--- src/rtl/uart_pkg.sv ---
// Shared encodings and helpers for the UART transmit path.
package uart_pkg;

  typedef enum logic [1:0] {
    PAR_NONE = 2'd0,
    PAR_ODD  = 2'd1,
    PAR_EVEN = 2'd2
  } parity_e;

  typedef enum logic [2:0] {
    ST_IDLE   = 3'd0,
    ST_START  = 3'd1,
    ST_DATA   = 3'd2,
    ST_PARITY = 3'd3,
    ST_STOP   = 3'd4
  } state_e;

  localparam int MAX_DATA_BITS = 8;

  function automatic int calc_div(input int clk_freq, input int baud);
    return clk_freq / baud;
  endfunction

  // Bits needed to count 0..n-1, never less than one.
  function automatic int cnt_width(input int n);
    if (n <= 2) begin
      return 1;
    end else begin
      return $clog2(n);
    end
  endfunction

  function automatic logic calc_parity(input logic [MAX_DATA_BITS-1:0] data, input int mode);
    if (mode == int'(PAR_ODD)) begin
      return ~(^data);
    end else begin
      return ^data;
    end
  endfunction

endpackage

--- src/rtl/uart_sync_fifo.sv ---
// Single-clock FIFO with occupancy count; pushes into a full FIFO are dropped.
module uart_sync_fifo #(
  parameter int WIDTH = 8,
  parameter int DEPTH = 4
) (
  input  logic                   clk,
  input  logic                   nrst,
  input  logic                   push,
  input  logic [WIDTH-1:0]       wr_data,
  input  logic                   pop,
  output logic [WIDTH-1:0]       rd_data,
  output logic [$clog2(DEPTH):0] count,
  output logic                   full,
  output logic                   empty
);

  localparam int AW = $clog2(DEPTH);
  localparam logic [AW:0] FULL_CNT = (AW+1)'(DEPTH);

  logic [WIDTH-1:0] mem_r [DEPTH];
  logic [AW-1:0]    wr_ptr_r;
  logic [AW-1:0]    rd_ptr_r;
  logic [AW:0]      count_r;
  logic             push_ok_s;
  logic             pop_ok_s;

  assign full      = (count_r == FULL_CNT);
  assign empty     = (count_r == '0);
  assign count     = count_r;
  assign rd_data   = mem_r[rd_ptr_r];
  assign push_ok_s = push && !full;
  assign pop_ok_s  = pop && !empty;

  // Storage array, written only on an accepted push.
  always_ff @(posedge clk) begin
    if (push_ok_s) begin
      mem_r[wr_ptr_r] <= wr_data;
    end
  end

  // Pointers wrap naturally because DEPTH is a power of two.
  always_ff @(posedge clk or negedge nrst) begin
    if (!nrst) begin
      wr_ptr_r <= '0;
      rd_ptr_r <= '0;
      count_r  <= '0;
    end else begin
      if (push_ok_s) begin
        wr_ptr_r <= wr_ptr_r + 1'b1;
      end
      if (pop_ok_s) begin
        rd_ptr_r <= rd_ptr_r + 1'b1;
      end
      case ({push_ok_s, pop_ok_s})
        2'b10:   count_r <= count_r + 1'b1;
        2'b01:   count_r <= count_r - 1'b1;
        default: count_r <= count_r;
      endcase
    end
  end

endmodule

--- src/rtl/uart_tx_fifo.sv ---
// Buffered UART transmitter: FIFO front end feeding a frame serialiser.
module uart_tx_fifo import uart_pkg::*; #(
  parameter int CLK_FREQ   = 12000000,
  parameter int BAUD       = 9600,
  parameter int DATA_BITS  = 8,
  parameter int PARITY     = 0,
  parameter int STOP_BITS  = 1,
  parameter int FIFO_DEPTH = 4
) (
  input  logic                        clk,
  input  logic                        nrst,
  input  logic [DATA_BITS-1:0]        din,
  input  logic                        din_valid,
  output logic                        din_ready,
  output logic                        tx,
  output logic                        busy,
  output logic [$clog2(FIFO_DEPTH):0] fifo_count
);

  localparam int DIV = calc_div(CLK_FREQ, BAUD);
  localparam int TW  = cnt_width(DIV);

  generate
    if (DIV < 2 || DATA_BITS < 5 || DATA_BITS > 8 || PARITY < 0 || PARITY > 2 ||
        (STOP_BITS != 1 && STOP_BITS != 2) || FIFO_DEPTH < 2 ||
        (FIFO_DEPTH & (FIFO_DEPTH - 1)) != 0) begin : g_param_check
      $error("uart_tx_fifo: illegal parameter set");
    end
  endgenerate

  state_e               state_r;
  logic [TW-1:0]        tick_r;
  logic [2:0]           bit_idx_r;
  logic [DATA_BITS-1:0] shreg_r;
  logic                 par_r;
  logic                 tx_r;
  logic                 busy_r;

  logic [DATA_BITS-1:0] fifo_rdata_s;
  logic                 fifo_full_s;
  logic                 fifo_empty_s;
  logic                 pop_s;
  logic                 bit_end_s;
  logic                 last_stop_s;

  uart_sync_fifo #(
    .WIDTH (DATA_BITS),
    .DEPTH (FIFO_DEPTH)
  ) u_fifo (
    .clk     (clk),
    .nrst    (nrst),
    .push    (din_valid),
    .wr_data (din),
    .pop     (pop_s),
    .rd_data (fifo_rdata_s),
    .count   (fifo_count),
    .full    (fifo_full_s),
    .empty   (fifo_empty_s)
  );

  assign din_ready   = !fifo_full_s;
  assign tx          = tx_r;
  assign busy        = busy_r;
  assign bit_end_s   = (tick_r == TW'(DIV - 1));
  assign last_stop_s = (bit_idx_r == 3'(STOP_BITS - 1));
  // A new word is taken either from idle or back-to-back at the end of the last stop bit.
  assign pop_s = !fifo_empty_s &&
                 ((state_r == ST_IDLE) ||
                  ((state_r == ST_STOP) && bit_end_s && last_stop_s));

  // Frame serialiser: one state per bit class, tick counter times each bit.
  always_ff @(posedge clk or negedge nrst) begin
    if (!nrst) begin
      state_r   <= ST_IDLE;
      tick_r    <= '0;
      bit_idx_r <= 3'd0;
      shreg_r   <= '0;
      par_r     <= 1'b0;
      tx_r      <= 1'b1;
      busy_r    <= 1'b0;
    end else begin
      case (state_r)
        ST_IDLE: begin
          if (pop_s) begin
            state_r <= ST_START;
            tick_r  <= '0;
            shreg_r <= fifo_rdata_s;
            par_r   <= calc_parity(MAX_DATA_BITS'(fifo_rdata_s), PARITY);
            tx_r    <= 1'b0;
            busy_r  <= 1'b1;
          end else begin
            tx_r   <= 1'b1;
            busy_r <= 1'b0;
          end
        end
        ST_START: begin
          if (bit_end_s) begin
            state_r   <= ST_DATA;
            tick_r    <= '0;
            bit_idx_r <= 3'd0;
            tx_r      <= shreg_r[0];
          end else begin
            tick_r <= tick_r + 1'b1;
          end
        end
        ST_DATA: begin
          if (bit_end_s) begin
            tick_r <= '0;
            if (bit_idx_r == 3'(DATA_BITS - 1)) begin
              bit_idx_r <= 3'd0;
              if (PARITY != 0) begin
                state_r <= ST_PARITY;
                tx_r    <= par_r;
              end else begin
                state_r <= ST_STOP;
                tx_r    <= 1'b1;
              end
            end else begin
              bit_idx_r <= bit_idx_r + 3'd1;
              shreg_r   <= shreg_r >> 1;
              tx_r      <= shreg_r[1];
            end
          end else begin
            tick_r <= tick_r + 1'b1;
          end
        end
        ST_PARITY: begin
          if (bit_end_s) begin
            state_r   <= ST_STOP;
            tick_r    <= '0;
            bit_idx_r <= 3'd0;
            tx_r      <= 1'b1;
          end else begin
            tick_r <= tick_r + 1'b1;
          end
        end
        ST_STOP: begin
          if (bit_end_s) begin
            tick_r <= '0;
            if (!last_stop_s) begin
              bit_idx_r <= bit_idx_r + 3'd1;
            end else if (pop_s) begin
              state_r   <= ST_START;
              bit_idx_r <= 3'd0;
              shreg_r   <= fifo_rdata_s;
              par_r     <= calc_parity(MAX_DATA_BITS'(fifo_rdata_s), PARITY);
              tx_r      <= 1'b0;
            end else begin
              state_r   <= ST_IDLE;
              bit_idx_r <= 3'd0;
              tx_r      <= 1'b1;
              busy_r    <= 1'b0;
            end
          end else begin
            tick_r <= tick_r + 1'b1;
          end
        end
        default: begin
          state_r <= ST_IDLE;
          tick_r  <= '0;
          tx_r    <= 1'b1;
          busy_r  <= 1'b0;
        end
      endcase
    end
  end

endmodule
--- config.mk ---
export PLATFORM = sky130hd
export DESIGN_NAME = uart_tx_fifo
export DESIGN_NICKNAME = d
export VERILOG_FILES = /design/src/rtl/uart_pkg.sv /design/src/rtl/uart_sync_fifo.sv /design/src/rtl/uart_tx_fifo.sv
export SDC_FILE = /design/constraint.sdc
export NUM_CORES = 1
export LEC_CHECK = 0
export CAP_MARGIN = 20
export CORE_MARGIN = 1.5
export CORE_UTILIZATION = 55
export DETAILED_ROUTE_END_ITERATION = 8
export PLACE_DENSITY = 0.81
export SYNTH_ARGS = -nofsm -noshare
export SYNTH_HDL_FRONTEND = slang
export SYNTH_HIERARCHICAL = 1
export SYNTH_SLANG_ARGS = --single-unit
export TNS_END_PERCENT = 100
--- constraint.sdc ---
create_clock -name clk -period 3.2 [get_ports clk]
set_clock_uncertainty 0.15 [all_clocks]
set_input_delay 0.48 -clock clk [delete_from_list [all_inputs] [get_ports clk]]
set_output_delay 0.48 -clock clk [all_outputs]
set_load 0.005 [all_outputs]
Word level (Yosys, flattened, before mapping)
Memory sizes are Yosys's and may differ from the RTL's.
Cells that the tools add are included.
{"block": "totals", "word_cells": 98, "regBits": 34, "ramBits": 32, "output_inout_bits": 6, "inputBits": 11, "n_memories": 1}
{"block": "op_classes", "add_sub_neg": 6, "reduce_logical": 22, "muxes": 40, "eq_ne": 19, "bitwise_logic": 1}
{"name": "u_fifo.mem_r", "depth": 4, "width": 8, "rd": 1, "rd_ports_with_merged_regs": 0, "wr": 1, "line_no": "uart_sync_fifo.sv:20", "rtl": "logic [WIDTH-1:0] mem_r [DEPTH];"}
{"op": "8-bit two-way mux", "n": 5}
{"op": "3-bit two-way mux", "n": 12}
{"op": "8-bit one-hot mux with 3 select lines", "n": 1}
{"op": "11-bit two-way mux", "n": 2}
{"op": "11-bit one-hot mux with 2 select lines", "n": 1}
{"op": "2-bit != test (second input constant)", "n": 8}
{"op": "3-bit one-hot mux with 5 select lines", "n": 1}
{"op": "1-bit two-way mux", "n": 14}
{"op": "11-bit by 1-bit adder with 11-bit output (second input constant)", "n": 1}
{"op": "11-bit == test (second input constant)", "n": 1}
{"op": "5-bit AND reduction", "n": 2}
{"op": "3-bit == test (second input constant)", "n": 3}
{"op": "3-bit zero test", "n": 3}
{"op": "3-bit one-hot mux with 3 select lines", "n": 1}
{"op": "4-bit AND reduction", "n": 2}
{"op": "7-bit AND reduction", "n": 1}
{"op": "3-bit by 1-bit adder with 3-bit output (second input constant)", "n": 2}
{"op": "3-bit by 2-bit == test with 1-bit output (second input constant)", "n": 2}
{"op": "3-bit one-hot mux with 2 select lines", "n": 1}
{"op": "3-bit nonzero test", "n": 2}
{"op": "1-bit logical AND", "n": 5}
{"op": "1-bit one-hot mux with 5 select lines", "n": 1}
{"op": "2-bit by 1-bit adder with 2-bit output (second input constant)", "n": 2}
{"op": "2-bit by 1-bit != test with 1-bit output (second input constant)", "n": 2}
{"op": "other kinds (12)", "n": 13}

Depth between registers and ports, before layout
Gate-level depths: netlist (run 1).
{"block": "depth", "depth_word": 9, "ltp_mapped": 13, "ltp_nobuf": 12}

Modules after synthesis
Netlist (run 1), hierarchy kept.
{"module": "uart_tx_fifo", "seq_area_each_um2": 676.9, "n_inst": 1, "area_each_um2": 1695.4, "cells_each": 168}
{"module": "uart_sync_fifo", "seq_area_each_um2": 1136.1, "n_inst": 1, "area_each_um2": 1592.8, "cells_each": 79}

Worst setup path before layout (run 1)
Ideal clock, no wire load.
{"block": "synth_timing", "path_type": "register to register", "from": "reg tick_r[1]", "to": "reg u_fifo.count_r[2] (netlist: u_fifo/count[2])", "stages_incl_launch_ff": 14, "setup_time_ns": 0.079, "path_slack_ns": 0.498, "path_buffers": 1, "required_ns": 2.971, "arrival_ns": 2.473, "period_less_slack_ns": 2.702, "cell_sequence": "dfrtp_1 > inv_1 > ha_1 > nor4bb_1 > clkbuf_2 > nand4b_1 > a21oi_1 > o31a_2 > ha_1 > inv_1 > fa_1 > xor2_1 > nor2_1 > xor2_1"}
{"block": "synth_between", "elab_chain_len": 8, "elab_cells_between_ends": 10, "classes_between": "3 x eq/ne; 1 x mux; 6 x reduce/logical"}
{"item": "start: declaration", "line_no": "uart_tx_fifo.sv:32", "rtl": "logic [TW-1:0] tick_r;"}
{"item": "start signal: assignment", "line_no": "uart_tx_fifo.sv:103", "rtl": "tick_r <= tick_r + 1'b1;"}
{"item": "start signal: assignment", "line_no": "uart_tx_fifo.sv:124", "rtl": "tick_r <= tick_r + 1'b1;"}
{"item": "start signal: assignment", "line_no": "uart_tx_fifo.sv:134", "rtl": "tick_r <= tick_r + 1'b1;"}
{"item": "11-bit == test (*)", "line_no": "uart_tx_fifo.sv:64", "rtl": "assign bit_end_s = (tick_r == TW'(DIV - 1));"}
{"item": "1-bit logical AND (*) (2 in a row)", "line_no": "uart_tx_fifo.sv:69", "rtl": "((state_r == ST_STOP) && bit_end_s && last_stop_s));"}
{"item": "1-bit logical OR (*)", "line_no": "uart_tx_fifo.sv:68", "rtl": "((state_r == ST_IDLE) ||"}
{"item": "1-bit logical AND (*)", "line_no": "uart_tx_fifo.sv:67", "rtl": "assign pop_s = !fifo_empty_s &&"}
{"item": "via pop_s", "line_no": "uart_tx_fifo.sv:42", "rtl": "logic pop_s;"}
{"item": "1-bit logical AND (*)", "line_no": "uart_sync_fifo.sv:32", "rtl": "assign pop_ok_s = pop && !empty;"}
{"item": "via u_fifo.pop_ok_s", "line_no": "uart_sync_fifo.sv:25", "rtl": "logic pop_ok_s;"}
{"item": "2-bit by 1-bit == test with 1-bit output / 2-bit == test (equally long branches)", "line_no": "uart_sync_fifo.sv:54", "rtl": "case ({push_ok_s, pop_ok_s})"}
{"item": "3-bit one-hot mux with 2 select lines / 2-bit nonzero test (equally long branches)"}
{"item": "end signal: assignment", "line_no": "uart_sync_fifo.sv:55", "rtl": "2'b10: count_r <= count_r + 1'b1;"}
{"item": "end signal: assignment", "line_no": "uart_sync_fifo.sv:56", "rtl": "2'b01: count_r <= count_r - 1'b1;"}
{"item": "end signal: assignment", "line_no": "uart_sync_fifo.sv:57", "rtl": "default: count_r <= count_r;"}
{"item": "end: declaration", "line_no": "uart_sync_fifo.sv:23", "rtl": "logic [AW:0] count_r;"}
Mark *: on every way through the listed nets, which the timed path passes. The rest lies on a longest branch.
A chain may end at the register's enable or synchronous reset.

Final worst setup path (run 1)
Ends and elaborated chain as after synthesis.

==> flow_results.org, run 1 <==
** Status
- Outcome :: finished, final reports clean

** Setup path
- Along the worst path, the maximum fanout reaches 5.
- Max stage delay cell, worst path :: sky130_fd_sc_hd__dfrtp_1
- Critical register-to-register path startpoint :: tick_r[1]$_DFFE_PN0P_
- Arrival time at the worst endpoint :: 3.02 ns
- The worst setup path is launched from a register.
- Endpoint of the worst setup timing path :: u_fifo/count[2]$_DFFE_PN0P_
- End of the worst register-to-register path :: u_fifo/count[2]$_DFFE_PN0P_
- Type of the worst setup path :: reg2reg
- Worst path cell trace :: inv_1, ha_1, nor4bb_2, nand4b_1, a21oi_1, o31a_2, ha_1, inv_1, fa_1, xor2_1, nor2_1, xor2_1
- Element type at the critical path end :: register
- Cell depth of the worst flop-to-flop path :: 12
- Largest stage delay on the critical path :: 0.41 ns
- The worst register-to-register path has a setup slack of 0.30 ns.
- STA puts the critical path data required time at 3.32 ns.
- Timing startpoint of the critical path :: tick_r[1]$_DFFE_PN0P_

** Finish
- The final layout contains 287 nets.
- The finished layout holds 342 standard cells, fillers aside.
- 0 antenna diodes ended up in the layout.
- The top cell types in the final layout, fill and taps aside, are 33 x sky130_fd_sc_hd__dfrtp_1, 32 x sky130_fd_sc_hd__edfxtp_1, 16 x sky130_fd_sc_hd__mux2_2, 16 x sky130_fd_sc_hd__clkdlybuf4s50_1.
- After filler insertion, the fill cell instance count of the layout stands at 407.
- The area growth from synthesis to layout is 12.9%.
- Share of post-route cells with drive strength above 1 :: 23.0%
- Most frequent standard cell in the layout excluding fill and tap cells :: sky130_fd_sc_hd__dfrtp_1

** Clock tree
- Clock root buffer master :: sky130_fd_sc_hd__clkbuf_8
- Buffers from clock root to sink, at most :: 2
- Clock edge transition at the registers on the reported setup and hold paths :: 0.08 ns
- Post-CTS resize count :: 0
- Clock latency on the worst-skew pair :: 0.35 ns
- Clock tree synthesis inserted a total of 9 buffers.
- TritonCTS built the clock tree.
- Number of buffers inserted for hold repair after clock tree synthesis :: 0
- Setup Fix Bufs, Post-CTS :: 0
- The H-tree generated during clock tree synthesis spans 3 levels.
- Clock sink total :: 66

** Placed design
- At the end of routability-driven placement, the weighted congestion stood at 0.821.
- Number of cells after detailed placement :: 326
- Detailed placer's ending HPWL :: 4100 um
- Count of buffers from port buffering :: 16

** Pwr
- The internal portion of the total power is 1.97 mW.
- The worst-case IR drop observed on VDD is 0.620 mV.
- Reported leakage power :: 1.43 nW
- Pwr Density :: 775 nW/um^2
- Overall power consumption after layout is estimated at 2.88 mW.
- Sequential Power Share :: 47.6%
- Sw Share :: 31.5%
- The clock network accounts for 25.6% of the total power.
- Logic gate share of total power :: 26.8%
- The analysis attributes to net switching a power of 905 uW.

** Synthesis
- Averaged over all synthesized cells, the footprint is 13.3 um^2.
- Of all flip-flops after synthesis, the portion carrying an async set or reset was 51.5%.
- Number of nets in the synthesized netlist :: 269
- Number of synthesized flops with an enable pin :: 32
- Gate count of the mapped netlist :: 247
- Synth Flop Type :: sky130_fd_sc_hd__dfrtp_1
- For this run, the number of Yosys warnings is 6.
- Of the synthesized area, sequential elements account for 55.1%.
- Flop and latch count out of synthesis :: 66
- Netlist area before placement :: 3290 um^2
- The netlist uses 60 different library cells.

** Timing
- Period utilization :: 90.6%
- Headroom to the max-slew limit came out at 60.5%.
- At the pin with the least slew margin, the transition time is 0.589 ns.
- Based on the critical path, the design can be clocked at up to 0.345 GHz.
- Post-Route Setup TNS :: 0 ns
- Setup violations remaining at the end of the flow were counted as 0.
- The number of hold-slack violations in the final timing report is 0.
- Final critical path time including I/O delays and setup :: 2.90 ns
- Setup repair after global routing left no endpoint under its margin.
- Final Slew Violations :: 0

** Detailed routing
- Detailed-route wire length per cell :: 17.7 um
- Number of vias per cell :: 6.02
- After detailed routing, the number of remaining DRC violations is 0.
- DR pass1 iterations :: 4
- After the first detailed-routing iteration, the DRC count stood at 178.
- Final WL :: 6060 um
- The detailed router placed 2,059 vias in this run.
- Number of routed nets with antenna violations :: 0

** GRT
- Vias in the first global route :: 2,057
- Entering global routing, the biggest net connects 35 pins.
- Overall Global Routing Usage :: 22.2%
- Global routing finished with a remaining overflow of 0.
- The first global-routing pass estimated 10,300 um of wire.
- Number of antenna violations at the first check in global routing :: 0

** Floorplan
- FP Rows :: 27
- The die covers 6450 um^2.
- Die W :: 80.3 um
- Effective utilization at floorplan :: 58.3%
- # IOs :: 17
- After floorplanning, the core was sized to cover 5640 um^2.
- From bottom edge to top edge, the die measures 80.3 um.

** Run
- Across the run, the number of max-cap violations was 0.

** Hold path
- In this run the most critical hold path is launched from shreg_r[5]$_DFFE_PN0P_.
- Type of the most critical hold path :: reg2reg
[power groups by stage]
stage | Clock [mW] | Sequential (mW) | Combinational, mW
finish | 0.737 | 1.37 | 0.769
global route | 0.789 | 1.41 | 0.853
CTS | 0.754 | 1.37 | 0.778
detailed placement | 0 | 1.39 | 0.775
global placement | 0 | 1.37 | 0.739
floorplan | 0 | 1.27 | 0.628
[state kept, by name, indices dropped and copies added, names as in the netlist]
register         cells
bit_idx_r            3
busy                 1
shreg_r              8
state_r              3
tick_r              11
tx                   1
u_fifo/count         3
u_fifo/mem_r        32
u_fifo/rd_ptr_r      2
u_fifo/wr_ptr_r      2
[final cells by class]
cell class                 count  area, um^2  share of cell area [%]
sequential                    66        1810                    48.9
multi-input combinational    155        1360                    36.7
timing repair buffer          20         190                    5.12
clock buffer                   9         124                    3.34
tap                           72        90.1                    2.43
clock inverter                 7        83.8                    2.26
inverter                      13        48.8                    1.31
[synth_stat cells, types with 3 or more instances]
cell type | instances | area share [%]
sky130_fd_sc_hd__inv_1 | 13 | 1.5
sky130_fd_sc_hd__mux2i_1 | 4 | 1.2
sky130_fd_sc_hd__mux4_2 | 8 | 5.5
sky130_fd_sc_hd__xnor2_1 | 4 | 1.1
sky130_fd_sc_hd__nand3_1 | 7 | 1.1
sky130_fd_sc_hd__buf_4 | 3 | 0.68
sky130_fd_sc_hd__and2_2 | 4 | 0.91
sky130_fd_sc_hd__a311oi_1 | 3 | 0.80
sky130_fd_sc_hd__nor2_1 | 13 | 1.5
sky130_fd_sc_hd__nand4_1 | 6 | 1.1
sky130_fd_sc_hd__edfxtp_1 | 32 | 29
sky130_fd_sc_hd__clkbuf_1 | 4 | 0.46
sky130_fd_sc_hd__nor3_1 | 5 | 0.76
sky130_fd_sc_hd__xor2_1 | 8 | 2.1
sky130_fd_sc_hd__or3_1 | 6 | 1.1
sky130_fd_sc_hd__o21ai_0 | 7 | 1.1
sky130_fd_sc_hd__ha_1 | 10 | 3.8
sky130_fd_sc_hd__dfrtp_1 | 33 | 25
sky130_fd_sc_hd__a21oi_1 | 9 | 1.4
sky130_fd_sc_hd__nand2_1 | 7 | 0.80
sky130_fd_sc_hd__mux2_2 | 16 | 5.5
[how the worst min path moves through the flow]
stage / end / slack [ns] / cells past startpoint
global route: shreg_r[5]$_DFFE_PN0P_ / 0.39 / 1
CTS: shreg_r[5]$_DFFE_PN0P_ / 0.36 / 1
floorplan: bit_idx_r[0]$_DFFE_PN0P_ / 0.03 / 0
detailed placement: shreg_r[5]$_DFFE_PN0P_ / 0.34 / 1
finish: shreg_r[5]$_DFFE_PN0P_ / 0.36 / 1
global placement: shreg_r[4]$_DFFE_PN0P_ / 0.34 / 1
[through the flow]
| stage | setup WS (ns) | utilization [%] | hold slack [ns] | area, um^2 |
|---|---|---|---|---|
| after floorplan | 0.498 | - | 0.0344 | 3290 |
| after global placement | 0.381 | 62.0 | 0.335 | 3500 |
| after detailed placement | 0.308 | 62.0 | 0.341 | 3500 |
| after CTS | 0.207 | 65.7 | 0.357 | 3700 |
| after global routing | 0.0910 | 65.8 | 0.385 | 3710 |
| final | 0.301 | 65.8 | 0.356 | 3710 |
[metal layers]
metal  track usage [%]  vias up  wire, um
met5                 0        -         0
met4              9.66        0       140
li1                  -      956         -
met2              35.0       64      2990
met3              6.93       15       313
met1              28.2     1024      2620
[cells by family (layout without fill, tap and decap cells)]
logic type | after synthesis | after routing | synth area share (%)
buffers and inverters | 26 | 49 | 3.65
muxes | 29 | 29 | 12.6
DFF | 66 | 66 | 55.1
AOI/OAI and AO/OA | 37 | 37 | 8.22
adders and majority gates | 11 | 11 | 4.41
xor gates and xnor gates | 12 | 12 | 3.20
and+or+nand+nor | 66 | 66 | 12.7
[worst max-delay path, delay by kind of cell (launching register included)]
family / cells / cell delay (ns)
AOI/OAI and AO/OA: 2 / 0.46
adders and majority gates: 3 / 0.69
and+or+nand+nor: 3 / 0.70
xor gates and xnor gates: 2 / 0.30
buffers and inverters: 2 / 0.12
DFF: 1 / 0.41
No activity file was read; power rests on OpenSTA's default activity.
==> inputs of run 2 (changes only) <==
- CTS_CLUSTER_SIZE: unset -> 14
==> results of run 2 <==
The final DEF is identical to that of run 1; final timing and power are the same.
==> inputs of run 3 (changes only) <==
- CAP_MARGIN: 20 -> unset
- CORE_ASPECT_RATIO: unset -> 0.5
- REMOVE_ABC_BUFFERS: unset -> 1
==> run 3 against run 2 <==
Net effect:
- cell area grew 2.2%
- global-route usage is 2.3 points lower
- via count fell by 1.2%
- cell count increased by 0.58%
- routed wire length is 5.8% lower
- non-clock buffer count is 1 higher
- combinational power is 1% higher
- largest cell class unchanged
- fmax is 1.0% lower
==> flow_results.org, run 3 (synthesized netlist as in run 1, its figures left out) <==
** Status
- Outcome :: finished, final reports clean

** Timing
- The worst slew margin relative to its limit is 58.1% (-2.4 points).
- Final Hold Fails :: 0 (unchanged)
- The final setup violation count is 0 (unchanged).
- RSZ-0062 raised after global routing :: no
- Max frequency :: 0.341 GHz (-1.0%)
- The final period demand of the worst path was 2.93 ns (+0.0301 ns).
- Pin slew with the least headroom to its limit :: 0.624 ns (+0.0358 ns)
- Period utilization :: 91.5% (+0.94 points)
- The count of pins over their slew limit is 0 (unchanged).
- Post-Route Setup TNS :: 0 ns (unchanged)
- The tightest hold margin was 0.361 ns (+0.00533 ns).

** Finish
- NumNets Final :: 288 (+0.35%)
- In the final layout, the registers with the most flip-flops are u_fifo/mem_r: 32 flops, tick_r: 11 flops, shreg_r: 8 flops.
- Most frequent standard cell in the layout excluding fill and tap cells :: sky130_fd_sc_hd__dfrtp_1
- The number of flip-flops in the largest register is 32 (unchanged).
- Number of diodes added for antenna fixing :: 0 (unchanged)
- The final design utilization was 67.6% (+1.8 points).
- The area growth from synthesis to layout is 15.3%.
- Share of post-route cells with drive strength above 1 :: 22.9% (-0.085 points)
- In the layout the commonest cells are 33 x sky130_fd_sc_hd__dfrtp_1, 32 x sky130_fd_sc_hd__edfxtp_1, 16 x sky130_fd_sc_hd__mux2_2, 16 x sky130_fd_sc_hd__clkdlybuf4s50_1.
- Ranked by flip-flop count, first place goes to u_fifo/mem_r.
- The number of filler cells placed in the layout is 365 (-10%).

** GRT
- Global routing usage on met3 :: 5.13% (-1.8 points)
- The largest net degree at the start of global routing was 35 (unchanged).
- The total global routing overflow was 0 (unchanged).
- Number of antenna violations at the first check in global routing :: 0 (unchanged)
- After global routing, the most crowded layer is met2.
- The met1 track demand over resource is 26.1% (-2.1 points).
- Vias in the first global route :: 2,016 (-2.0%)
- The met2 demand-to-capacity share in global routing was 32.8% (-2.2 points).
- The total track usage was 19.9% (-2.3 points).
- The global-route wire length before repair is 9800 um (-5.1%).

** Pwr
- The overall power of the completed layout came to 3.06 mW (+6.2%).
- The power share of the combinational group came to 25.5% (-1.3 points).
- Pwr Density :: 806 nW/um^2 (+4.0%)
- The internal power of the cells was 2.13 mW (+8.3%).
- Share of total power in the clock network :: 29.9% (+4.3 points)
- The relative contribution of sequential cells to total power was 44.6% (-3.0 points).
- The power dissipated by switching net loads was 921 uW (+1.7%).
- Worst VDD drop :: 0.529 mV (-15%)
- The leakage power was 1.47 nW (+2.5%).
- The proportion of total power due to net switching was 30.1% (-1.3 points).

** Setup path
- Worst path cell trace :: inv_1, ha_1, nor4bb_1, nand4b_1, a21oi_1, o31a_2, ha_1, inv_1, fa_1, xor2_1, nor2_1, xor2_1
- Max stage delay cell, worst path :: sky130_fd_sc_hd__dfrtp_1
- The largest stage delay on the critical path is 0.41 ns (about the same).
- Element type at the critical path end :: register
- The worst setup path is launched from a register.
- Required time of the critical path :: 3.30 ns (-0.02 ns)
- The signal arrival time at the worst endpoint is 3.03 ns (about the same).
- Highest net fanout along the worst path :: 5 (unchanged)
- The length in cells of the worst reg-to-reg path was 12 (unchanged).
- The critical path is of the reg2reg type.

** Clock tree
- CTS H-Tree Depth :: 3 (unchanged)
- The clock latency at the later pin of the worst-skew pair was 0.32 ns (-0.03 ns).
- Clock tree from TritonCTS :: built
- CTS placed an instance of sky130_fd_sc_hd__clkbuf_16 at the clock tree root.
- The clock tree buffer depth came to 2 (unchanged).
- The clock edge transition at the registers on the reported setup and hold paths was 0.06 ns (-0.02 ns).
- The number of buffers created by CTS is 9 (unchanged).
- The number of buffers inserted to repair setup after CTS was 0 (unchanged).
- The number of gates resized after CTS was 0 (unchanged).
- Number of buffers inserted for hold repair after clock tree synthesis :: 0 (unchanged)
- Clock sink total :: 66 (unchanged)

** Detailed routing
- DR DRC count :: 0 (unchanged)
- Detailed-route wire length per cell :: 16.6 um (-6.4%)
- The detailed-route wire length was 5710 um (-5.8%).
- DR pass1 iterations :: 4 (unchanged)
- The post-detailed-route count of antenna-violating nets is 0 (unchanged).
- Number of vias per cell :: 5.92 (-1.7%)
- Count of routing violations after the opening detailed-route iteration :: 79 (-56%)
- Vias after detailed routing :: 2,035 (-1.2%)

** Floorplan
- The placeable core region came to 5610 um^2 (-0.55%).
- The number of ports placed on the die boundary came to 17 (unchanged).
- The die outline area was 6480 um^2 (+0.44%).
- Die W :: 112 um (+40%)
- The initial core utilization is 58.6% (+0.32 points).
- The die height is 57.7 um (-28%).
- The count of standard-cell rows is 19 (-30%).

** Placed design
- The count of buffers inserted at the top-level ports was 16 (unchanged).
- The final weighted congestion in routability-driven placement is 0.882 (+7.5%).
- Detailed placer's ending HPWL :: 3830 um (-6.5%)

** Hold path
- The cell count of the worst hold path was 1 (unchanged).
- Type of the most critical hold path :: reg2reg

** Run
- The max-cap violation count was 0 (unchanged).
==> run 3: changes by cell type in the layout (fill, tap and decap cells not counted) <==
cell / change
sky130_fd_sc_hd__nor4bb_2: -1
sky130_fd_sc_hd__buf_4: +1
sky130_fd_sc_hd__bufinv_16: -1
sky130_fd_sc_hd__nor4bb_1: +1
sky130_fd_sc_hd__clkbuf_16: +9
sky130_fd_sc_hd__clkbuf_8: -9
sky130_fd_sc_hd__clkinvlp_4: +1
==> run 3: power groups by stage <==
| stage | sequential [mW] | combinational [mW] | clock (mW) |
|---|---|---|---|
| 2_1_floorplan | 1.32 | 0.554 | 0 |
| 3_3_place_gp | 1.36 | 0.748 | 0 |
| 3_5_place_dp | 1.38 | 0.773 | 0 |
| 4_1_cts | 1.37 | 0.787 | 0.931 |
| 5_1_grt | 1.40 | 0.857 | 0.973 |
| 6_report | 1.36 | 0.779 | 0.913 |
==> run 3: final cells by class <==
type | count | area [um^2] | area share, %
clock buffers | 9 | 225 | 5.94
clock inverters | 7 | 61.3 | 1.62
inverters | 13 | 48.8 | 1.29
multi-input cells | 155 | 1360 | 35.7
flip-flops and latches | 66 | 1810 | 47.8
well taps | 73 | 91.3 | 2.41
repair buffers | 21 | 198 | 5.21
==> run 3: worst paths after layout <==
| kind | start | to | slack (ns) |
|---|---|---|---|
| worst max-delay path | tick_r[1]$_DFFE_PN0P_ | u_fifo/count[2]$_DFFE_PN0P_ | 0.27 |
| worst min-delay path | shreg_r[2]$_DFFE_PN0P_ | shreg_r[2]$_DFFE_PN0P_ | 0.36 |
| worst max register to register | tick_r[1]$_DFFE_PN0P_ | u_fifo/count[2]$_DFFE_PN0P_ | 0.27 |
| worst min register to register | shreg_r[2]$_DFFE_PN0P_ | shreg_r[2]$_DFFE_PN0P_ | 0.36 |
| max in group asynchronous | nrst | tx$_DFFE_PN1P_ | 2.15 |
| min in group asynchronous | nrst | u_fifo/wr_ptr_r[1]$_DFFE_PN0P_ | 0.42 |
==> run 3: stage by stage <==
stage,instances,setup slack (ns),instance area (um^2)
CTS,344,0.274,3790
finish,344,0.271,3790
detailed placement,328,0.311,3510
global route,344,0.0933,3790
global placement,328,0.412,3510
floorplan,234,0.0651,3220
==> run 3: layer usage <==
metal,part of all wire [%],wire (um),vias to the layer above
met5,0,0,-
met4,1.0,57,0
met3,3.2,182,4
met2,49,2800,49
met1,47,2670,1018
li1,-,-,964
==> run 3: critical path: cells and delay by family (launching register included) <==
| family | cells | cell delay, ns |
|---|---|---|
| DFF | 1 | 0.41 |
| and+or+nand+nor | 3 | 0.75 |
| adders and majority gates | 3 | 0.68 |
| xor gates and xnor gates | 2 | 0.29 |
| buffers and inverters | 2 | 0.13 |
| AOI/OAI and AO/OA | 2 | 0.44 |
==> patch 1, RTL diff (config.mk and constraints of run 2) <==
Set the parameter `BAUD` to 4800 (it was 9600).
--- a/src/rtl/uart_tx_fifo.sv
+++ b/src/rtl/uart_tx_fifo.sv
@@ -3,3 +3,3 @@
   parameter int CLK_FREQ   = 12000000,
-  parameter int BAUD       = 9600,
+  parameter int BAUD       = 4800,
   parameter int DATA_BITS  = 8,
Behaviour: same outputs for any inputs over 10 cycles, from zero or initial values and one cycle with nrst low; that may be too few to reach the edited logic, so the function may still have changed.
==> patch 1 against run 2 <==
- power is 16% lower
- area after synthesis fell by 0.27%
- utilization is 1.5 points higher
- wire length fell by 0.15%
- maximum frequency is 5.1% lower
- count of clock-buffer cells in the layout increased by 1
- cell area is 2.3% higher
- global-route usage shrank 0.99 points
- first-iteration DRC count fell by 6.2%
- worst setup slack lost 0.16 ns
- sequential cell count rose by 1
- critical endpoint unchanged
- largest power group unchanged
==> patch 1: results <==
metrics = {
    "grt": {
        "grt_usage_pct": 21.19,
        "gr-usage-met3_pct": 5.114,
        "use_met1_pct": 26.48,
        "grt_pass1_wl_microns": 9977,
        "antenna_found_initial": 0,
        "grt_pass1_vias": 2071,
        "use_met2_pct": 35.13,
        "grt_max_degree": 36,
    },
    "logic_synthesis": {
        "ys_seq_area_share_pct": 56.05,
        "yosys-top-cells-area": "edfxtp_1 29%, dfrtp_1 26%, mux2_2 5.8%",
        "synth_cell_type_count": 55,
        "synth_common_cells": "34 x dfrtp_1, 32 x edfxtp_1, 19 x o21ai_0, 18 x nand2_1, 17 x mux2_2",
        "syn-num-nets": 276,
        "synthFlopType": "dfrtp_1",
        "ys_ff_latch": 67,
        "async_flop_share_pct": 52.24,
    },
    "placed_design": {
        "post-place-ws_ns": 0.03532,
        "gp_congestion": 0.8757,
        "placedInstanceArea_sq_mm": 0.003535,
        "port_buffers": 16,
        "hpwl_microns": 4022,
    },
    "min_path": {
        "holdPathEnd": "tick_r[11]",
        "hold_depth": 1,
        "hold_class": "reg -> reg",
        "hold_start": "tick_r[11]",
    },
    "layout": {
        "layout-drive-gt1-share_pct": 25.26,
        "reg_top3": "u_fifo/mem_r: 32 flops, tick_r: 12 flops, shreg_r: 8 flops",
        "fillers": 411,
        "seq_area_sq_mm": 0.001838,
        "nNetsFinal": 305,
    },
    "clock_tree": {
        "cts_root_buffer": "clkbuf_8",
        "cts.clk_slew.worst_paths_ns": 0.08,
        "clock_path_buffers": 2,
    },
    "job": {
        "maxCapViolations": 0,
    },
    "outcome": {
        "status": "finished, final reports clean",
    },
    "critical_path": {
        "cp.arrival_ns": 3.17,
        "critPathMaxStageDelay_ns": 0.48,
        "crit_fanout": 4,
        "ff2ff_setup_slack_ns": 0.14,
        "cp_slowest_cell": "or4b_4",
        "cp-end-kind": "register",
        "rr_endpoint": "u_fifo/count[2]",
        "reg2reg_depth": 12,
        "timing.rr.start": "tick_r[0]",
    },
    "pwr": {
        "swShare_pct": 29.17,
        "peakVddDrop_mv": 0.5557,
        "p_leak_uw": 0.001448,
    },
    "route": {
        "viasPerCell": 5.809,
        "drt_iter0_drc": 167,
        "dr.pass1.iters": 4,
        "wl_per_cell_microns": 16.77,
    },
    "timing": {
        "hold_ws_ns": 0.3413,
        "slew_headroom_pct": 50.93,
    },
}
[patch 1: repair_timing]
action                     in CTS  in global routing
setup endpoints to repair       0                  2
gates resized for setup         0                  5
hold buffers                    0                  0
setup buffers                   0                  5
[patch 1: worst max-delay path: cells and delay by family, from the launching register on]
kind / cells / cell delay (ns)
xor gates and xnor gates: 2 / 0.30
DFF: 1 / 0.43
adders and majority gates: 3 / 0.68
and+or+nand+nor: 4 / 1.03
AOI/OAI and AO/OA: 2 / 0.36
buffers and inverters: 1 / 0.04
[patch 1: stage by stage]
| step | util, % | std cells |
|---|---|---|
| 5_1_grt | 67.27 | 361 |
| 4_1_cts | 66.09 | 356 |
| 3_3_place_gp | 62.65 | 340 |
| 3_5_place_dp | 62.65 | 340 |
| 2_1_floorplan | - | 255 |
| 6_report | 67.27 | 361 |
[patch 1: cells by family (layout without fill, tap and decap cells)]
| group | Yosys count | in the layout | synth area share (%) |
|---|---|---|---|
| flip-flops | 67 | 67 | 56.05 |
| XOR/XNOR | 8 | 8 | 2.137 |
| adder cells (fa/ha/maj) | 10 | 10 | 4.044 |
| AO/OA/AOI/OAI | 47 | 47 | 9.501 |
| multiplexers | 27 | 27 | 12.09 |
| buffers and inverters | 23 | 57 | 2.938 |
| AND/OR/NAND/NOR | 73 | 73 | 13.24 |
[patch 1: worst max path at each step]
stage	slack, ns	to	start
2_1_floorplan	0.10	u_fifo/count[2]	tick_r[0]
3_3_place_gp	0.13	u_fifo/count[2]	tick_r[0]
3_5_place_dp	0.04	u_fifo/count[2]	tick_r[0]
4_1_cts	0.008	u_fifo/count[2]	tick_r[0]
5_1_grt	-0.04	u_fifo/count[2]	tick_r[0]
6_report	0.14	u_fifo/count[2]	tick_r[0]
[patch 1: per-layer routing]
layer	share of wire (%)	wire, microns
met5	0	0
met1	43	2625
met3	4.2	252
met2	51	3066
met4	1.8	109
[patch 1: final cells by class]
class | instances | share of cell area, %
well taps | 72 | 2.374
flip-flops and latches | 67 | 48.43
inverters | 13 | 1.286
clock inverters | 6 | 1.747
repair buffers | 28 | 6.594
multi-input cells | 165 | 36.20
clock buffers | 10 | 3.363
[patch 1: power groups by stage]
stage / Clock [uW] / Combinational (uW) / Sequential (uW)
after floorplan: 0 / 343 / 1180
after global placement: 0 / 470 / 1210
after detailed placement: 0 / 490 / 1230
after CTS: 711 / 494 / 1210
after global routing: 745 / 568 / 1230
final: 698 / 507 / 1210
==> patch 2, RTL diff (flow settings as in run 2) <==
Without the edit above. The 5 states of `state_e` get a one-hot encoding in 5 bits.
--- a/src/rtl/uart_pkg.sv
+++ b/src/rtl/uart_pkg.sv
@@ -9,8 +9,8 @@
 
-  typedef enum logic [2:0] {
-    ST_IDLE   = 3'd0,
-    ST_START  = 3'd1,
-    ST_DATA   = 3'd2,
-    ST_PARITY = 3'd3,
-    ST_STOP   = 3'd4
+  typedef enum logic [4:0] {
+    ST_IDLE   = 5'b00001,
+    ST_START  = 5'b00010,
+    ST_DATA   = 5'b00100,
+    ST_PARITY = 5'b01000,
+    ST_STOP   = 5'b10000
   } state_e;
Behaviour: same outputs for any inputs over 10 cycles, from zero or initial values and one cycle with nrst low; not proved beyond that.
==> patch 2 against run 2 <==
- wire length increased by 5.4%
- cell area up 2.5%
- maximum frequency down 4.1%
- utilization down 1.2 points
- power grew 16%
- synthesized cell count rose by 11%
- area after synthesis rose by 0.84%
- worst setup slack lost 0.12 ns
- sequential cell count rose by 1
- highest routed layer unchanged
==> patch 2: results <==
metrics = {
    "grt": {
        "grt_pass1_wl_microns": 10590,
        "grt_pass1_vias": 2218,
    },
    "layout": {
        "multi_input_cells": 183,
        "clk_share_pct": 5.066,
        "fillers": 439,
        "multi_input_area_share_pct": 36.55,
        "final-nonclk-buf-share_pct": 6.184,
        "layout-drive-gt1-share_pct": 19.61,
        "seq_area_sq_mm": 0.001839,
    },
    "logic_synthesis": {
        "ys_ff_latch": 67,
        "synth_common_cells": "33 x dfrtp_1, 32 x edfxtp_1, 32 x nand2_1, 14 x inv_1, 14 x o21ai_0",
        "synth_cell_type_count": 52,
        "yosys-top-cells-area": "edfxtp_1 29%, dfrtp_1 25%, mux4_2 5.4%",
        "async_flop_share_pct": 52.24,
        "ys_seq_area_share_pct": 55.47,
    },
    "critical_path": {
        "crit_start": "tick_r[0]",
        "cp_slowest_cell": "or4bb_4",
        "crit_fanout": 6,
    },
    "pwr": {
        "peakVddDrop_mv": 0.5051,
    },
    "timing": {
        "tightest_slew_ns": 0.6047,
    },
    "route": {
        "drt_wl_total_microns": 6392,
        "dr_total_vias": 2278,
        "drt_iter0_drc": 202,
    },
    "outcome": {
        "status": "finished, final reports clean",
    },
    "placed_design": {
        "placed_cells": 363,
    },
}
## patch 2: how the worst max path moves through the flow
| stage | slack (ns) | endpoint |
|---|---|---|
| after floorplan | 0.19 | u_fifo/count[2] |
| after global placement | 0.27 | u_fifo/count[2] |
| after detailed placement | 0.11 | u_fifo/count[2] |
| after CTS | 0.09 | u_fifo/count[2] |
| after global routing | 0.007 | u_fifo/count[2] |
| final | 0.18 | u_fifo/count[2] |
## patch 2: routing by layer
layer | wire length (microns) | track usage (%) | up-vias
li1 | - | - | 1069
met1 | 3012 | 30.53 | 1146
met2 | 3051 | 34.29 | 48
met3 | 204 | 5.227 | 15
met4 | 123 | 8.966 | 0
met5 | 0 | 0 | -
## patch 2: power breakdown
part	switching, uW	internal, uW	total, uW
Sequential	231	1150	1390
Combinational	637	635	1270
Clock	321	357	677
Total	1190	2150	3340
## patch 2: logic make-up (layout without fill, tap and decap cells)
family / after synthesis / in the layout / share of synthesized area [%]
AOI/OAI and AO/OA: 55 / 55 / 10.87
DFF: 67 / 67 / 55.47
buffers and inverters: 24 / 56 / 2.792
and+or+nand+nor: 90 / 90 / 15.17
adders and majority gates: 11 / 11 / 4.377
muxes: 19 / 19 / 9.207
xor gates and xnor gates: 8 / 8 / 2.113
## patch 2: through the flow
step | hold slack (ns) | setup slack (ns) | area, sq um | total power, uW | util, %
after floorplan | 0.03441 | 0.1896 | 3316 | 2256 | -
after global placement | 0.3415 | 0.2721 | 3590 | 2579 | 60.99
after detailed placement | 0.3467 | 0.1125 | 3590 | 2641 | 60.99
after CTS | 0.3644 | 0.08947 | 3782 | 3321 | 64.26
after global routing | 0.3774 | 0.006523 | 3804 | 3552 | 64.63
final | 0.3640 | 0.1765 | 3804 | 3335 | 64.63
